### config.mk
export PLATFORM = sky130hd
export DESIGN_NAME = jtdsp16_do_cache
export DESIGN_NICKNAME = d
export VERILOG_FILES = /design/src/rtl/jtdsp16_pkg.sv /design/src/rtl/jtdsp16_cache_mem.sv /design/src/rtl/jtdsp16_do_cache.sv
export SDC_FILE = /design/constraint.sdc
export NUM_CORES = 1
export LEC_CHECK = 0
export CAP_MARGIN = 25
export CELL_PAD_IN_SITES_DETAIL_PLACEMENT = 1
export CELL_PAD_IN_SITES_GLOBAL_PLACEMENT = 2
export CORE_ASPECT_RATIO = 0.8
export CORE_MARGIN = 10
export CORE_UTILIZATION = 49
export CTS_BUF_LIST = sky130_fd_sc_hd__clkbuf_16
export DETAILED_ROUTE_END_ITERATION = 12
export PLACE_DENSITY_LB_ADDON = 0.1
export SLEW_MARGIN = 15
export SYNTH_ARGS = -nofsm -noshare
export SYNTH_HDL_FRONTEND = slang
export SYNTH_SLANG_ARGS = --single-unit
### constraint.sdc
create_clock -name clk -period 5.7 [get_ports clk]
set_input_delay 0.855 -clock clk [delete_from_list [all_inputs] [get_ports clk]]
set_output_delay 0.855 -clock clk [all_outputs]
set_load 0.005 [all_outputs]
### src/rtl/jtdsp16_pkg.sv
// jtdsp16_pkg
//   Shared definitions for the DSP16 do/redo instruction cache.
//   Holds the controller state encoding, the cache depth, and the
//   widths and bit positions of the N (body length) and K (repeat
//   count) fields carried on do_data.
package jtdsp16_pkg;

  typedef enum logic [1:0] {
    ST_IDLE   = 2'd0,
    ST_FILL   = 2'd1,
    ST_REPLAY = 2'd2
  } state_t;

  localparam int CACHE_DEPTH = 15;
  localparam int DATA_W      = 16;
  localparam int PTR_W       = 4;

  localparam int N_W   = 4;
  localparam int N_MSB = 10;
  localparam int N_LSB = 7;

  localparam int K_W   = 7;
  localparam int K_MSB = 6;
  localparam int K_LSB = 0;

endpackage

### src/rtl/jtdsp16_cache_mem.sv
// jtdsp16_cache_mem
//   15 x 16 register file holding the do-loop body.
//   One synchronous write port, one asynchronous (zero-cycle) read port.
//   Contents are not reset.
// Ports:
//   clk   - system clock
//   we    - write enable (already qualified by cen upstream)
//   waddr - write address, 0..14
//   wdata - word to store
//   raddr - read address, 0..14
//   rdata - word at raddr, combinational
module jtdsp16_cache_mem
  import jtdsp16_pkg::*;
(
  input  logic              clk,
  input  logic              we,
  input  logic [PTR_W-1:0]  waddr,
  input  logic [DATA_W-1:0] wdata,
  input  logic [PTR_W-1:0]  raddr,
  output logic [DATA_W-1:0] rdata
);

  logic [DATA_W-1:0] mem [CACHE_DEPTH];

  // Address 15 is never produced by the controller; the guards keep the
  // 4-bit index from touching a nonexistent entry.
  always_ff @(posedge clk) begin
    if (we && (waddr < PTR_W'(CACHE_DEPTH)))
      mem[waddr] <= wdata;
  end

  assign rdata = (raddr < PTR_W'(CACHE_DEPTH)) ? mem[raddr] : '0;

endmodule

### src/rtl/jtdsp16_do_cache.sv
// jtdsp16_do_cache
//   do-K / redo-K loop cache controller. A do captures the next N issued
//   instruction words into the body memory and then replays them so the
//   body runs K times in total; a redo replays the stored body K times.
// Ports:
//   clk, rst     - system clock, asynchronous active-low reset
//   cen          - CPU clock enable; state only advances when high
//   do_start     - do-K decoded (N, K on do_data)
//   redo_start   - redo-K decoded (K on do_data)
//   do_data      - N = [10:7], K = [6:0]
//   ins_valid    - one instruction word issued this cen cycle
//   ins_in       - ROM instruction word
//   cache_dout   - replayed instruction word
//   use_cache    - decoder takes cache_dout
//   pc_halt      - hold the PC while replaying
//   no_int       - interrupts blocked while a loop is active
//   loop_end     - one-cen pulse on the last word of the final pass
//   fault        - one-cen pulse on an illegal request (request ignored)
//
// state     | meaning
// ----------+----------------------------------------------------------
// ST_IDLE   | no loop active, accepting do/redo requests
// ST_FILL   | capturing body words from ins_in into the cache
// ST_REPLAY | feeding body words from the cache, PC held
module jtdsp16_do_cache
  import jtdsp16_pkg::*;
(
  input  logic              clk,
  input  logic              rst,
  input  logic              cen,
  input  logic              do_start,
  input  logic              redo_start,
  input  logic [10:0]       do_data,
  input  logic              ins_valid,
  input  logic [DATA_W-1:0] ins_in,
  output logic [DATA_W-1:0] cache_dout,
  output logic              use_cache,
  output logic              pc_halt,
  output logic              no_int,
  output logic              loop_end,
  output logic              fault
);

  state_t state, state_nx;

  logic [N_W-1:0]   n_lat;
  logic [K_W-1:0]   k_lat;
  logic [N_W-1:0]   stored_n;
  logic [PTR_W-1:0] wr_ptr;
  logic [PTR_W-1:0] rd_ptr;
  logic [K_W-1:0]   iter;

  logic [N_W-1:0] n_in;
  logic [K_W-1:0] k_in;
  logic           do_ok, redo_ok;
  logic           fill_last, rep_last, rep_done;
  logic           mem_we;

  assign n_in = do_data[N_MSB:N_LSB];
  assign k_in = do_data[K_MSB:K_LSB];

  // A request is honoured only when it is alone, in IDLE, and has legal
  // fields; everything else is flagged through fault.
  assign do_ok   = (state == ST_IDLE) && do_start && !redo_start &&
                   (n_in != '0) && (k_in != '0);
  assign redo_ok = (state == ST_IDLE) && redo_start && !do_start &&
                   (stored_n != '0) && (k_in != '0);

  assign fill_last = (state == ST_FILL) && ins_valid &&
                     (wr_ptr == PTR_W'(n_lat - N_W'(1)));
  assign rep_last  = (state == ST_REPLAY) && ins_valid &&
                     (rd_ptr == PTR_W'(stored_n - N_W'(1)));
  assign rep_done  = rep_last && (iter == K_W'(1));

  always_ff @(posedge clk or negedge rst) begin
    if (!rst) state <= ST_IDLE;
    else if (cen) state <= state_nx;
  end

  always_comb begin
    state_nx = state;
    case (state)
      ST_IDLE: begin
        if (do_ok) state_nx = ST_FILL;
        else if (redo_ok) state_nx = ST_REPLAY;
      end
      ST_FILL: begin
        if (fill_last) state_nx = (k_lat == K_W'(1)) ? ST_IDLE : ST_REPLAY;
      end
      ST_REPLAY: begin
        if (rep_done) state_nx = ST_IDLE;
      end
      default: state_nx = ST_IDLE;
    endcase
  end

  // Pulses are qualified by cen so they last exactly one CPU cycle, and
  // fault is also masked by rst so nothing is flagged while held in reset.
  always_comb begin
    use_cache = 1'b0;
    pc_halt   = 1'b0;
    no_int    = 1'b0;
    loop_end  = 1'b0;
    fault     = 1'b0;
    case (state)
      ST_FILL: begin
        no_int   = 1'b1;
        loop_end = cen && fill_last && (k_lat == K_W'(1));
      end
      ST_REPLAY: begin
        no_int    = 1'b1;
        use_cache = 1'b1;
        pc_halt   = 1'b1;
        loop_end  = cen && rep_done;
      end
      default: ;
    endcase
    fault = rst && cen && (do_start || redo_start) && !(do_ok || redo_ok);
  end

  always_ff @(posedge clk or negedge rst) begin
    if (!rst) begin
      n_lat    <= '0;
      k_lat    <= '0;
      stored_n <= '0;
      wr_ptr   <= '0;
      rd_ptr   <= '0;
      iter     <= '0;
    end else if (cen) begin
      case (state)
        ST_IDLE: begin
          if (do_ok) begin
            n_lat  <= n_in;
            k_lat  <= k_in;
            wr_ptr <= '0;
          end
          if (redo_ok) begin
            rd_ptr <= '0;
            iter   <= k_in;
          end
        end
        ST_FILL: begin
          if (ins_valid) begin
            if (fill_last) begin
              // The fill itself is the first pass, so K-1 replays remain.
              wr_ptr   <= '0;
              stored_n <= n_lat;
              rd_ptr   <= '0;
              iter     <= k_lat - K_W'(1);
            end else begin
              wr_ptr <= wr_ptr + PTR_W'(1);
            end
          end
        end
        ST_REPLAY: begin
          if (ins_valid) begin
            if (rep_last) begin
              rd_ptr <= '0;
              iter   <= iter - K_W'(1);
            end else begin
              rd_ptr <= rd_ptr + PTR_W'(1);
            end
          end
        end
        default: ;
      endcase
    end
  end

  assign mem_we = cen && (state == ST_FILL) && ins_valid;

  jtdsp16_cache_mem u_mem (
    .clk   (clk),
    .we    (mem_we),
    .waddr (wr_ptr),
    .wdata (ins_in),
    .raddr (rd_ptr),
    .rdata (cache_dout)
  );

endmodule

# Word level (Yosys, flattened, before mapping)
# Memories as Yosys holds them, arrays and structs flattened.
# Index checks and enable logic that the tools add are counted.
[op_classes]
eq_ne = 14
reduce_logical = 40
muxes = 28
order_cmp = 2
n_addsub = 6
[ops]
columns = ["cell", "count"]
rows = [
  ["$mux 7", 5],
  ["$mux 4", 8],
  ["$logic_and 1x1->1", 22],
  ["$pmux 7 s3", 1],
  ["$mux 16", 1],
  ["$eq 7x1->1 const B", 2],
  ["$ne 2x2->1 const B", 7],
  ["$sub 7x1->7 const B", 2],
  ["$pmux 4 s3", 1],
  ["$reduce_and 4->1", 3],
  ["$mux 2", 5],
  ["$add 4x1->4 const B", 2],
  ["$eq 4x4->1", 2],
  ["$lt 4x4->1 const B", 2],
  ["$pmux 4 s2", 1],
  ["$reduce_bool 4->1", 2],
  ["$sub 4x1->4 const B", 2],
  ["$reduce_and 7->1", 1],
  ["$reduce_bool 7->1", 1],
  ["$pmux 2 s3", 1],
  ["$reduce_and 6->1", 1],
  ["$mux 1", 4],
  ["$logic_not 1->1", 3],
  ["$ne 3x3->1 const B", 1],
  ["other kinds (9)", 10],
]
[totals]
in_bits = 33
n_memories = 1
output_inout_bits = 21
ram_bits = 240
register_bits = 32
word_cells = 98
[mem_list]
columns = ["memory", "depth", "width", "rd", "rd_ports_with_merged_regs", "wr", "line", "rtl"]
rows = [
  ["u_mem.mem", 15, 16, 1, 0, 1, "jtdsp16_cache_mem.sv:23", "logic [DATA_W-1:0] mem [CACHE_DEPTH];"],
]

# Depth between registers and ports, before layout
# Gate-level depths: netlist (run 1).
[depth]
word_depth = 8
depth_mapped = 8
ltp_nobuf = 7

# Modules after synthesis
# Synthesis (run 1) repeated with hierarchy kept, for this count alone.
[unflattened]
cells_unflattened = 693
area_unflattened_um2 = 11551.1
[by_module_without_submodules]
columns = ["module", "n_inst", "cells_each", "area_each_um2", "seq_area_each_um2"]
rows = [
  ["jtdsp16_cache_mem", 1, 475, 9362.7, 7206.9],
  ["jtdsp16_do_cache", 1, 218, 2188.3, 800.8],
]

# Worst setup path after synthesis (run 1)
# OpenSTA, ideal clock, no wires.
[synth_timing]
path_type = "input to register"
startpoint = "in ins_valid"
endpoint = "mem u_mem.mem[2][0] (enable)"
t_required_ns = 5.291
setup_time_ns = 0.409
arrival_time_ns = 2.651
path_buffers = 0
path_slack_ns = 2.640
cell_stages = 5
path_cell_list = "and2_1 nand2_1 a31oi_1 nand2_1 nor3_1"
[synth_between]
elab_chain_cells = 4
[synth_lines]
columns = ["item", "line", "rtl"]
rows = [
  ["from (decl)", "jtdsp16_do_cache.sv:34", "input logic ins_valid,"],
  ["$logic_and 1x1->1", "jtdsp16_do_cache.sv:170", "assign mem_we = cen && (state == ST_FILL) && ins_valid;"],
  ["$logic_and 1x1->1", "jtdsp16_cache_mem.sv:28", "if (we && (waddr < PTR_W'(CACHE_DEPTH)))"],
  ["$mux 1", "jtdsp16_cache_mem.sv:28", ""],
  ["$mux 1 (not written as such)", "jtdsp16_cache_mem.sv:29", "mem[waddr] <= wdata;"],
  ["to (decl)", "jtdsp16_cache_mem.sv:23", ""],
]
# Every way passes these cells.

# Worst setup path after layout (run 1)
[layout_timing]
startpoint = "reg rd_ptr[0]"
endpoint = "out cache_dout[13]"
[layout_between]
elab_chain_cells = 2
elab_cells_between_ends = 3
cone_classes = "order compare (1); mux (1); memory (1)"
[layout_lines]
columns = ["item", "line", "rtl"]
rows = [
  ["from (decl)", "jtdsp16_do_cache.sv:50", "logic [PTR_W-1:0] rd_ptr;"],
  ["from (signal assigned)", "jtdsp16_do_cache.sv:161", "rd_ptr <= rd_ptr + PTR_W'(1);"],
  ["$mem_v2 15x16 / $lt 4x4->1 (equally long branches)", "--", ""],
  ["$mux 16 *", "jtdsp16_cache_mem.sv:32", "assign rdata = (raddr < PTR_W'(CACHE_DEPTH)) ? mem[raddr] : '0;"],
  ["to (decl)", "jtdsp16_do_cache.sv:36", "output logic [DATA_W-1:0] cache_dout,"],
]
# Every way passes the cells marked *; elsewhere a longest branch is shown, timed or not.

==> results of run 1 <==
-- flip-flops by register name, indices dropped and copies added (netlist names) --
register   cells
iter           7
k_lat          7
n_lat          4
rd_ptr         4
state          2
stored_n       4
u_mem.mem    240
wr_ptr         4
-- final timing paths --
path                       startpoint  cells after the start              end
max in group asynchronous         rst                      2        rd_ptr[0]
min in group asynchronous         rst                      2         n_lat[2]
max                         rd_ptr[0]                      7   cache_dout[13]
min reg2reg                  k_lat[6]                      2         k_lat[6]
max reg2reg                  state[1]                      7  u_mem.mem[0][5]
min                          k_lat[6]                      2         k_lat[6]
-- power by group through the flow --
stage	logic (uW)	clock network (uW)	registers, uW
6_report	1750	1790	2470
5_1_grt	1920	1930	2490
4_1_cts	1700	1830	2530
3_5_place_dp	1680	0	2570
3_3_place_gp	1610	0	2570
2_1_floorplan	1270	0	2400
-- per-stage QoR --
stage | std cells | setup slack [ns] | util, %
4_1_cts | 1072 | 1.41 | 57.5
3_3_place_gp | 1020 | 2.00 | 53.6
2_1_floorplan | 667 | 2.64 | -
6_report | 1073 | 1.69 | 57.6
3_5_place_dp | 1020 | 1.96 | 53.6
5_1_grt | 1073 | 1.51 | 57.6
-- logic make-up after synthesis --
family / after synthesis / synth area share, %
AO/OA/AOI/OAI: 100 / 6.11
AND/OR/NAND/NOR: 105 / 4.58
adder cells (fa/ha/maj): 16 / 1.74
flip-flops: 272 / 69.6
multiplexers: 99 / 14.0
XOR/XNOR: 20 / 1.87
buffers and inverters: 55 / 2.07
-- critical path, cell delays in order, from the launching register on --
cell,delay (ns)
dfrtp_4,0.63
buf_16,0.28
ha_1,0.25
nor2_1,0.09
buf_4,0.31
a221oi_1,0.14
a21oi_1,0.33
clkdlybuf4s50_1,0.58
-- final cells by class --
type	count	area share, %
inverter	21	0.588
timing repair buffer	76	5.39
tap	312	2.91
sequential	272	59.7
clock inverter	23	1.40
multi-input combinational	340	24.6
clock buffer	29	5.41
-- cell usage in the layout, fill, tap and decap left out, types with 8 or more instances in the layout --
master,count
nor2_1,20
clkdlybuf4s50_1,53
xor2_1,9
a21oi_1,24
edfxtp_1,240
o21ai_0,26
inv_1,27
mux2_2,13
clkbuf_16,29
xnor2_1,8
buf_4,22
mux4_2,48
nand2_1,36
nor3_2,8
mux2i_1,34
dfrtp_1,30
ha_1,16
a221oi_1,16
-- routing by layer --
metal	wire length [um]	vias up	global-route usage, %
met5	0	-	0
met4	387	0	3.53
met3	1440	29	2.08
met2	13300	177	30.3
met1	12200	3315	26.1
li1	-	2804	-
==> results_dict.tcl, run 1 <==
set metrics [dict create \
    coreArea_um2 23300 \
    die_h_um 157 \
    hold_class "register to register" \
    overflow 0 \
    grt_pass1_wl_um 42000 \
    path_max_fanout 36 \
    grtUsageTotal_pct 18.4 \
    tightestPinTransition_ns 0.989 \
    power.switching_uw 1820 \
    drt_wl_total_um 27400 \
    yosysSeqAreaShare_pct 69.6 \
    synth_top_cells_by_area "edfxtp_1, mux4_2, dfrtp_1" \
    post-dp-hpwl_um 16300 \
    regArea_um2 8010 \
    first_iter_violations 555 \
    n_antenna_cell 0 \
    rsz0062_at_grt "false" \
    arrival_ns 3.15 \
    status "finished clean" \
    fin_skew_ns 0.00869 \
    ys_async_sr_fraction_pct 11.8 \
    finalCriticalPeriod_ns 4.01 \
    syn_inst 667 \
    grt_pass1_vias 6863 \
    drive_gt1_share_pct 19.7 \
    wl_per_cell_um 25.5 \
    ys_ff_latch 272 \
    area_growth_pct 16.6 \
    root_buffer "clkbuf_16" \
    hold_viol 0 \
    clockBufferDepth 3 \
    drcViolationCount 0 \
    synthMostInstantiatedCell "edfxtp_1" \
    path_class "register to output pin" \
    io_buffers 53 \
    max_cap_violations 0 \
    placed_cell_area_um2 12500 \
    routabilityCongestion 0.778 \
    seq_power_share_pct 41.1 \
    grt_max_degree 53 \
    drv_slew 0 \
    cts.sinks 272 \
    multiInputGateArea_um2 3300 \
    max-vdd-ir-drop_mv 0.279 \
    numCtsBuffers 28 \
    fin_nets 788 \
    cp_data_required_time_ns 4.85 \
    yosysTopAreaCell "edfxtp_1" \
    ant_nets 0 \
    power_frac_comb_pct 29.1 \
    yosysWarningCount 0 \
    synth_cell_types 64 \
    cts.clk_slew.worst_paths_ns 0.06 \
    cp-start-kind "register" \
    p_clk_share_pct 29.8 \
    synth_ff_type "edfxtp_1" \
    cts_tree "done" \
    dieWidth_um 191 \
    power.leakage_uw 0.00454 \
    fillers 2132 \
    switching_share_pct 30.2 \
    synthTopCellsByCount "edfxtp_1, mux4_2, nand2_1, mux2i_1, dfrtp_1" \
    ioPinCount 54 \
    netlist_area_um2 11500 \
    start_util_pct 49.4 \
    synth-edff-count 240 \
    cts_max_level 1 \
    power_density_nw_per_um2 448 \
    finalInstanceArea_um2 13400 \
    setup_viol 0 \
    holdWs_ns 0.544 \
    vias 6325 \
    antenna_found_initial 0 \
    fin_total_pwr_uw 6010 \
    die-area_um2 30000 \
    synth_top_area_share_pct 62.6 \
    intPower_uw 4200 \
    max_freq_mhz 250 \
    slew_headroom_pct 34.0 \
    clock_latency_ns 0.53 \
    fin_crit_sh_pct 70.3 \
    dr.pass1.iters 4 \
    setup_tns_ns 0 \
    post_cts_buffers 0 \
    syn_avg_cell_area_um2 17.2 \
    rows 50 \
    ctsResizeCount 0 \
    viasPerCell 5.89 \
    synthesis.nets 716 \
    end_kind "output pin" \
    reg2reg_setup_slack_ns 3.04 \
    holdBufCountCts 0 \
]
Note: power is estimated with default switching activity, not from simulation.
==> run 2, diff against run 1 <==
--- a/config.mk
+++ b/config.mk
@@ -10,7 +10,7 @@
 export CELL_PAD_IN_SITES_GLOBAL_PLACEMENT = 2
 export CORE_ASPECT_RATIO = 0.8
 export CORE_MARGIN = 10
-export CORE_UTILIZATION = 49
+export CORE_UTILIZATION = 46
 export CTS_BUF_LIST = sky130_fd_sc_hd__clkbuf_16
 export DETAILED_ROUTE_END_ITERATION = 12
 export PLACE_DENSITY_LB_ADDON = 0.1
==> constraint.sdc (replaced) <==
create_clock -name clk -period 4.2 [get_ports clk]
set_input_delay 0.63 -clock clk [delete_from_list [all_inputs] [get_ports clk]]
set_output_delay 0.63 -clock clk [all_outputs]
set_load 0.005 [all_outputs]
==> results_dict.tcl, run 2 (same netlist as run 1, synthesis figures left out) <==
set metrics [dict create \
    coreArea_um2 24500 \
    io_buffers 53 \
    reg2reg_setup_slack_ns 1.21 \
    root_buffer "clkbuf_16" \
    die-area_um2 31800 \
    wl_per_cell_um 25.2 \
    post-dp-hpwl_um 17900 \
    path_max_fanout 25 \
    drt-met1-wl_um 13400 \
    overflow 0 \
    rsz0062_at_grt "false" \
    fin_total_pwr_uw 8090 \
    clockBufferDepth 3 \
    worstHoldPathCells 2 \
    viasPerCell 5.81 \
    setup_viol 0 \
    grtUsageTotal_pct 17.2 \
    ctsResizeCount 0 \
    drt_wl_total_um 27600 \
    fillers 2261 \
    slowest_delay_ns 0.80 \
    cts.clk_slew.worst_paths_ns 0.06 \
    ant_nets 0 \
    final_common_cell "edfxtp_1" \
    dr.pass1.iters 5 \
    finalCriticalPeriod_ns 3.73 \
    reg.largest.list "u_mem.mem (240), iter (7), k_lat (7)" \
    die_h_um 161 \
    routabilityCongestion 0.824 \
    wl_met3_um 1150 \
    clock_latency_ns 0.54 \
    hold-path-endpoint "k_lat[6]" \
    fin_nets 801 \
    grt_pass1_vias 6782 \
    cp_data_required_time_ns 3.57 \
    arrival_ns 3.10 \
    final_cell_mix "edfxtp_1, clkdlybuf4s50_1, mux4_2" \
    vias 6348 \
    antenna_found_initial 1 \
    path_class "register to output pin" \
    fin_crit_sh_pct 88.8 \
    setup_tns_ns 0 \
    power.leakage_uw 0.00459 \
    max_freq_mhz 268 \
    drv_slew 0 \
    critPathBufInv 2 \
    cts_tree "done" \
    rr_endpoint "u_mem.mem[1][13]" \
    crit_path_top_delay_cell "dfrtp_4" \
    fin_skew_ns 0.0130 \
    area_growth_pct 17.3 \
    wl_met2_um 12700 \
    max_cap_violations 0 \
    cts_max_level 1 \
    cp-start-kind "register" \
    largest_register "u_mem.mem" \
    post_cts_buffers 0 \
    start_util_pct 46.9 \
    end_kind "output pin" \
    hold_start "k_lat[6]" \
    numCtsBuffers 28 \
    ioPinCount 54 \
    first_iter_violations 377 \
    tightestPinTransition_ns 0.802 \
    largest_reg_flops 240 \
    status "finished clean" \
    r2r_cells 7 \
    drive_gt1_share_pct 21.6 \
    rows 51 \
    path_cells "buf_4, mux4_2, a221oi_1, a21oi_1, clkdlybuf4s50_1" \
    slew_headroom_pct 46.3 \
    power_density_nw_per_um2 599 \
    max-vdd-ir-drop_mv 0.361 \
    holdBufCountCts 0 \
    drcViolationCount 0 \
    dieWidth_um 197 \
    hold_class "register to register" \
    hold_viol 0 \
    critPathTopFamily "buffers and inverters" \
    top_layer_used "met4" \
    cts.sinks 272 \
    r2r_start "state[1]" \
    grt_max_degree 37 \
    grt_pass1_wl_um 42200 \
]
run 2: changes by cell type in the layout (fill, tap and decap cells not counted), moves of 3 or more:
cell	previous run	this run
nor2_2	3	9
buf_12	0	3
buf_4	22	33
nor2_1	20	14
clkinv_2	4	7
clkinv_1	5	8
run 2: through the flow:
stage | std cells | hold slack [ns] | util, % | worst slack (ns) | instance area (um^2)
6_report | 1093 | 0.535 | 55.1 | 0.470 | 13500
5_1_grt | 1092 | 0.560 | 55.1 | 0.275 | 13500
4_1_cts | 1092 | 0.531 | 55.1 | 0.401 | 13500
3_5_place_dp | 1040 | 0.517 | 51.6 | 0.731 | 12600
3_3_place_gp | 1040 | 0.501 | 51.6 | 0.929 | 12600
2_1_floorplan | 667 | 0.334 | - | 1.36 | 11500
run 2: final cells by class:
class | instances | area (um^2) | share of cell area [%]
diodes | 1 | 2.50 | 0.0185
clock buffers | 29 | 726 | 5.38
clock inverters | 23 | 126 | 0.937
inverters | 21 | 78.8 | 0.584
multi-input cells | 340 | 3310 | 24.5
flip-flops and latches | 272 | 8010 | 59.4
well taps | 318 | 398 | 2.95
repair buffers | 89 | 838 | 6.21
run 2: worst max path at each step:
stage / startpoint / endpoint / slack (ns) / cells past startpoint
floorplan: ins_valid / u_mem.mem[2][0] / 1.36 / 5
global placement: cen / u_mem.mem[0][4] / 0.93 / 7
detailed placement: cen / u_mem.mem[1][15] / 0.73 / 7
CTS: rd_ptr[0] / cache_dout[1] / 0.40 / 5
global route: rd_ptr[0] / cache_dout[1] / 0.28 / 5
finish: rd_ptr[0] / cache_dout[1] / 0.47 / 5
run 2: power by group:
part           switching, uW  internal (uW)  total, uW
Combinational           1210           1210       2420
Sequential               289           3090       3380
Clock                    986           1300       2290
run 2: worst reg2reg max path, stage by stage, from the launching register on:
cell and delay [ns]:
dfrtp_1 0.41, inv_1 0.10, ha_1 0.42, nand2_1 0.29, a31oi_1 0.33, nand2_1 0.22, nor3_2 0.58, buf_4 0.33
run 2: metal layers:
| layer | GRT usage (%) | up-vias |
|---|---|---|
| met5 | 0 | - |
| met4 | 3.35 | 0 |
| met3 | 2.45 | 29 |
| met2 | 26.7 | 135 |
| met1 | 25.4 | 3347 |
| li1 | - | 2837 |
